`src/rtl/coeff_bank_streamer.sv`:
```
// coeff_bank_streamer
// Holds N_SEG-1 programmable count thresholds and an N_SEG x N_COEF coefficient
// bank. Each accepted ADC count selects a segment; that segment's coefficients
// are then streamed one per beat over a valid/ready interface.

module coeff_bank_streamer #(
   parameter int CNT_W  = 21,
   parameter int COEF_W = 32,
   parameter int N_COEF = 10,
   parameter int N_SEG  = 4,
   parameter int SEG_W  = 2,
   parameter int IDX_W  = $clog2(N_COEF),
   parameter int ADDR_W = $clog2(N_SEG * N_COEF)
) (
   input  logic              clk,
   input  logic              rst_n,
   input  logic [CNT_W-1:0]  adc_count,
   input  logic              adc_valid,
   output logic              adc_ready,
   input  logic              cfg_we,
   input  logic [ADDR_W-1:0] cfg_addr,
   input  logic [COEF_W-1:0] cfg_wdata,
   input  logic              thr_we,
   input  logic [SEG_W-1:0]  thr_idx,
   input  logic [CNT_W-1:0]  thr_wdata,
   output logic              coef_valid,
   input  logic              coef_ready,
   output logic [COEF_W-1:0] coef_data,
   output logic [IDX_W-1:0]  coef_idx,
   output logic [SEG_W-1:0]  coef_seg,
   output logic              coef_last
);

   localparam int N_WORDS = N_SEG * N_COEF;
   localparam int N_THR   = N_SEG - 1;

   typedef enum logic [1:0] {
      IDLE,
      SEL,
      STREAM
   } state_t;

   state_t              state;
   state_t              state_nxt;

   logic [COEF_W-1:0]   bank [N_WORDS];
   logic [CNT_W-1:0]    thr  [N_THR];

   logic [SEG_W-1:0]    seg_sel;
   logic [SEG_W-1:0]    seg_q;
   logic                accept;
   logic                load_first;
   logic                advance;
   logic                cfg_hit;
   logic                thr_hit;
   logic [SEG_W-1:0]    rd_seg;
   logic [IDX_W-1:0]    rd_idx;
   logic [ADDR_W-1:0]   rd_addr;

   assign advance   = coef_valid && coef_ready;
   assign coef_last = coef_valid && (coef_idx == IDX_W'(N_COEF - 1));
   assign cfg_hit   = cfg_we && (int'(cfg_addr) < N_WORDS);
   assign thr_hit   = thr_we && (int'(thr_idx) < N_THR);

   // Segment select: smallest k with adc_count below thr[k], else the top segment.
   always_comb begin
      // NOTE: every signal written in always_comb gets a default first, so no path leaves it unassigned and no latch is inferred.
      seg_sel = SEG_W'(N_SEG - 1);
      for (int k = N_THR - 1; k >= 0; k--) begin
         if (adc_count < thr[k]) seg_sel = SEG_W'(k);
      end
   end

   // Bank read address: beat 0 of the latched segment, or the next beat of the current burst.
   always_comb begin
      rd_seg = coef_seg;
      rd_idx = coef_idx + IDX_W'(1);
      if (load_first) begin
         rd_seg = seg_q;
         rd_idx = '0;
      end
      rd_addr = ADDR_W'(int'(rd_seg) * N_COEF + int'(rd_idx));
   end

   // Configuration storage: coefficient bank and thresholds, writable in any state.
   always_ff @(posedge clk or negedge rst_n) begin
      if (!rst_n) begin
         // NOTE: the bank sits in flops with a full reset because it must read back as zero after reset; a RAM macro could not provide that.
         for (int i = 0; i < N_WORDS; i++) bank[i] <= '0;
         for (int k = 0; k < N_THR; k++) thr[k] <= CNT_W'((k + 1) * ((1 << (CNT_W - 2)) - 1));
      end else begin
         // NOTE: non-blocking writes here are what make a beat loaded on the same edge see the old word.
         if (cfg_hit) bank[cfg_addr] <= cfg_wdata;
         if (thr_hit) thr[thr_idx]   <= thr_wdata;
      end
   end

   // FSM state register.
   always_ff @(posedge clk or negedge rst_n) begin
      if (!rst_n) state <= IDLE;
      else        state <= state_nxt;
   end

   // FSM next-state logic.
   always_comb begin
      state_nxt = state;
      case (state)
         IDLE:    if (accept) state_nxt = SEL;
         SEL:     state_nxt = STREAM;
         STREAM:  if (advance && coef_last) state_nxt = IDLE;
         default: state_nxt = IDLE;
      endcase
   end

   // FSM outputs: ready while idle, first-beat load on the first STREAM cycle.
   always_comb begin
      adc_ready  = (state == IDLE);
      accept     = adc_valid && (state == IDLE);
      load_first = (state == STREAM) && !coef_valid;
   end

   // Beat register: loads beat 0, advances on handshake, holds while stalled.
   always_ff @(posedge clk or negedge rst_n) begin
      if (!rst_n) begin
         seg_q      <= '0;
         coef_valid <= 1'b0;
         coef_data  <= '0;
         coef_idx   <= '0;
         coef_seg   <= '0;
      end else begin
         if (accept) seg_q <= seg_sel;
         if (load_first) begin
            coef_valid <= 1'b1;
            coef_idx   <= '0;
            coef_seg   <= seg_q;
            coef_data  <= bank[rd_addr];
         end else if (advance) begin
            if (coef_last) begin
               coef_valid <= 1'b0;
            end else begin
               coef_idx  <= rd_idx;
               coef_data <= bank[rd_addr];
            end
         end
      end
   end

endmodule
```
`config.mk`:
```
export PLATFORM = sky130hd
export DESIGN_NAME = coeff_bank_streamer
export DESIGN_NICKNAME = d
export VERILOG_FILES = /design/src/rtl/coeff_bank_streamer.sv
export SDC_FILE = /design/constraint.sdc
export NUM_CORES = 2
export LEC_CHECK = 0
export ABC_AREA = 1
export CAP_MARGIN = 0
export CORE_AREA = 10 10 378 380
export CTS_CLUSTER_SIZE = 28
export DETAILED_ROUTE_END_ITERATION = 16
export DIE_AREA = 0 0 388 390
export PLACE_DENSITY = 0.64
export SLEW_MARGIN = 40
export SYNTH_ARGS = -nofsm -noshare
export SYNTH_HDL_FRONTEND = slang
export SYNTH_SLANG_ARGS = --single-unit
```
`constraint.sdc`:
```
create_clock -name clk -period 5 [get_ports clk]
set_input_delay 0.5 -clock clk [delete_from_list [all_inputs] [get_ports clk]]
set_output_delay 0.5 -clock clk [all_outputs]
set_load 0.03 [all_outputs]
```
==> impl_metrics.env <==
export IMPL_synth_cells=8508
export IMPL_ctsResizeCount=0
export IMPL_final_nets=8412
export IMPL_worst_path_max_fanout=70
export IMPL_fin_crit_sh_pct=77.4
export IMPL_yosys_top_cells_area="dfrtp_1 50%, nand2_1 11%, o21ai_0 10%, nand3_1 9.2%, inv_1 4.7%"
export IMPL_remaining_drc_errors=0
export IMPL_syn_area_um2=67100
export IMPL_synth_ff_type="dfrtp_1"
export IMPL_cts_max_level=4
export IMPL_dr_total_vias=58500
export IMPL_fin_ws_ns=1.13
export IMPL_die_height_um=390
export IMPL_grt_overflow_total=0
export IMPL_holdBufCountCts=1
export IMPL_synth_fp_nets=8662
export IMPL_startpoint_type="flop"
export IMPL_tightest_slew_ns=0.961
export IMPL_place_area_um2=69900
export IMPL_postRouteAntennaNets=0
export IMPL_insertion_delay_ns=0.79
export IMPL_finalSetupViolCount=0
export IMPL_final_cell_mix="2036 x nand2_1, 1380 x o21ai_0, 1329 x dfrtp_1"
export IMPL_initial_core_util_pct=49.7
export IMPL_rows=135
export IMPL_clk_pin_slew_ns=0.06
export IMPL_core_um2=135000
export IMPL_relSlewSlack_pct=35.9
export IMPL_syn2layout_area_growth_pct=12.2
export IMPL_critPathKind="reg2reg"
export IMPL_wirelength_um=222000
export IMPL_dp_hpwl_um=124000
export IMPL_synth_edff_count=0
export IMPL_synth_seq_cells=1386
export IMPL_vdd_drop_max_mv=1.22
export IMPL_drive_gt1_share_pct=6.64
export IMPL_async_reset_ff_share_pct=100
export IMPL_portBuffers=128
export IMPL_postCtsSetupBuffers=0
export IMPL_power_density_nw_per_um2=675
export IMPL_fin_setup_tns_ns=0
export IMPL_drt_initial_drc_count=6833
export IMPL_fin_crit_ns=3.87
export IMPL_rsz0062_at_grt="no"
export IMPL_io_pins=129
export IMPL_yosysSeqAreaShare_pct=51.8
export IMPL_antenna_found_initial=10
export IMPL_yosys_area_top_type_share_pct=49.6
export IMPL_fin_skew_ns=0.0208
export IMPL_clockBufferDepth=3
export IMPL_hp_class="in2async"
export IMPL_synth_top_area_cell="dfrtp_1"
export IMPL_endpoint_kind="flop"
export IMPL_cts_tree="yes"
export IMPL_place_ws_ns=1.23
export IMPL_yosys_warnings=0
export IMPL_cts_root_buf="clkbuf_16"
export IMPL_postLayoutCellArea_um2=75300
export IMPL_place_congestion=0.848
export IMPL_n_fill_cell=12500
export IMPL_synth_area_per_cell_um2=7.88
export IMPL_slew_violations=0
export IMPL_die_area_um2=151000
export IMPL_clock_sinks=1386
export IMPL_cts_buffers=153
export IMPL_grt_first_pass_wirelength_um=345000
export IMPL_synthDistinctLibCells=34
export IMPL_via_per_inst=5.76
export IMPL_outcome="finished, final reports clean"
export IMPL_grt_max_degree=198
export IMPL_wl_per_cell_um=21.9
export IMPL_grt_pass1_vias=56300
export IMPL_final_common_cell="nand2_1"
export IMPL_firstDrtPassIters=6
export IMPL_worstPathArrival_ns=4.55
export IMPL_drv_cap=0
export IMPL_die_width_um=388
export IMPL_fmax_mhz=258
export IMPL_required_ns=5.69
export IMPL_hold_viol=0
export IMPL_track_usage_pct=29.1
export IMPL_leakage_nw=35.7
-- area by class of cell --
class	count	area, um2	area share (%)
diodes	1	2.50	0.00333
clock buffers	235	4730	6.28
clock inverters	36	459	0.610
inverters	855	3240	4.30
multi-input cells	5551	26600	35.3
flip-flops and latches	1386	34800	46.2
well taps	1781	2230	2.96
repair buffers	311	3290	4.38
-- flip-flops by register name (all words and copies together) (netlist names) --
signal and cells:
coef_data 32, state 2, seg_q 2, bank 1280
coef_valid 1, coef_seg 2, coef_idx 4, thr 63
-- metal layers --
layer | GRT usage, % | part of all wire (%) | up-vias
li1 | - | - | 27000
met1 | 40.7 | 43 | 28400
met2 | 44.6 | 44 | 2672
met3 | 6.14 | 9.5 | 420
met4 | 10.2 | 3.4 | 8
met5 | 0 | 0.027 | -
-- metrics by stage --
stage / hold slack, ns / total power, W / utilization [%] / cells
after floorplan: 0.204 / 0.0295 / - / 8508
after global placement: 0.457 / 0.0385 / 51.8 / 9877
after detailed placement: 0.464 / 0.0387 / 51.8 / 9878
after CTS: 0.226 / 0.0504 / 55.7 / 10200
after global routing: 0.240 / 0.0538 / 55.8 / 10200
final: 0.236 / 0.0508 / 55.8 / 10200
-- power by group --
group          internal (W)  total, W  switching (W)
clock network       0.00696    0.0117        0.00470
logic               0.00764    0.0251         0.0175
registers            0.0129    0.0140        0.00108
-- synthesized netlist by cell type, types with 7 or more instances --
master / count
nand2_1: 2054
o21ai_0: 1380
dfrtp_1: 1329
nand3_1: 1228
inv_1: 846
clkbuf_1: 648
nand3b_1: 321
nor2_1: 230
o21ai_1: 112
a21oi_1: 101
ha_1: 65
dfstp_2: 57
buf_1: 42
buf_2: 25
nand2_2: 24
nor3_2: 8
nand4_1: 7
-- critical path: stages, from the launching register on --
cell and delay, ns:
dfrtp_1 0.49, ha_1 0.26, or2_2 0.29, a21oi_1 0.29, fa_4 0.79, inv_8 0.48
buf_4 0.37, nand3_1 0.11, nand3_1 0.09, nand3_1 0.18, nand3_1 0.18, a21oi_1 0.08
-- cell families (layout without fill, tap and decap cells) --
family                   after synthesis  count (layout)  synth area share [%]
buffers and inverters               1571            1437                  8.84
AO/OA/AOI/OAI                       1599            1599                  12.0
XOR/XNOR                               2               2                0.0261
other                                  0               1                     0
flip-flops                          1386            1386                  51.8
adder cells (fa/ha/maj)               66              66                  1.24
AND/OR/NAND/NOR                     3884            3884                  26.1
-- worst paths after layout --
kind	startpoint	to	slack, ns	depth (start not counted)
worst min register to register	bank[851]	bank[851]	0.47	2
worst max register to register	coef_idx[0]	coef_data[27]	1.13	11
max in group asynchronous	rst_n	thr[43]	2.97	5
min in group clk	thr_wdata[3]	thr[3]	0.27	3
worst min-delay path	rst_n	bank[1248]	0.24	2
worst max-delay path	coef_idx[0]	coef_data[27]	1.13	11
No activity file was read; power rests on OpenSTA's default activity.
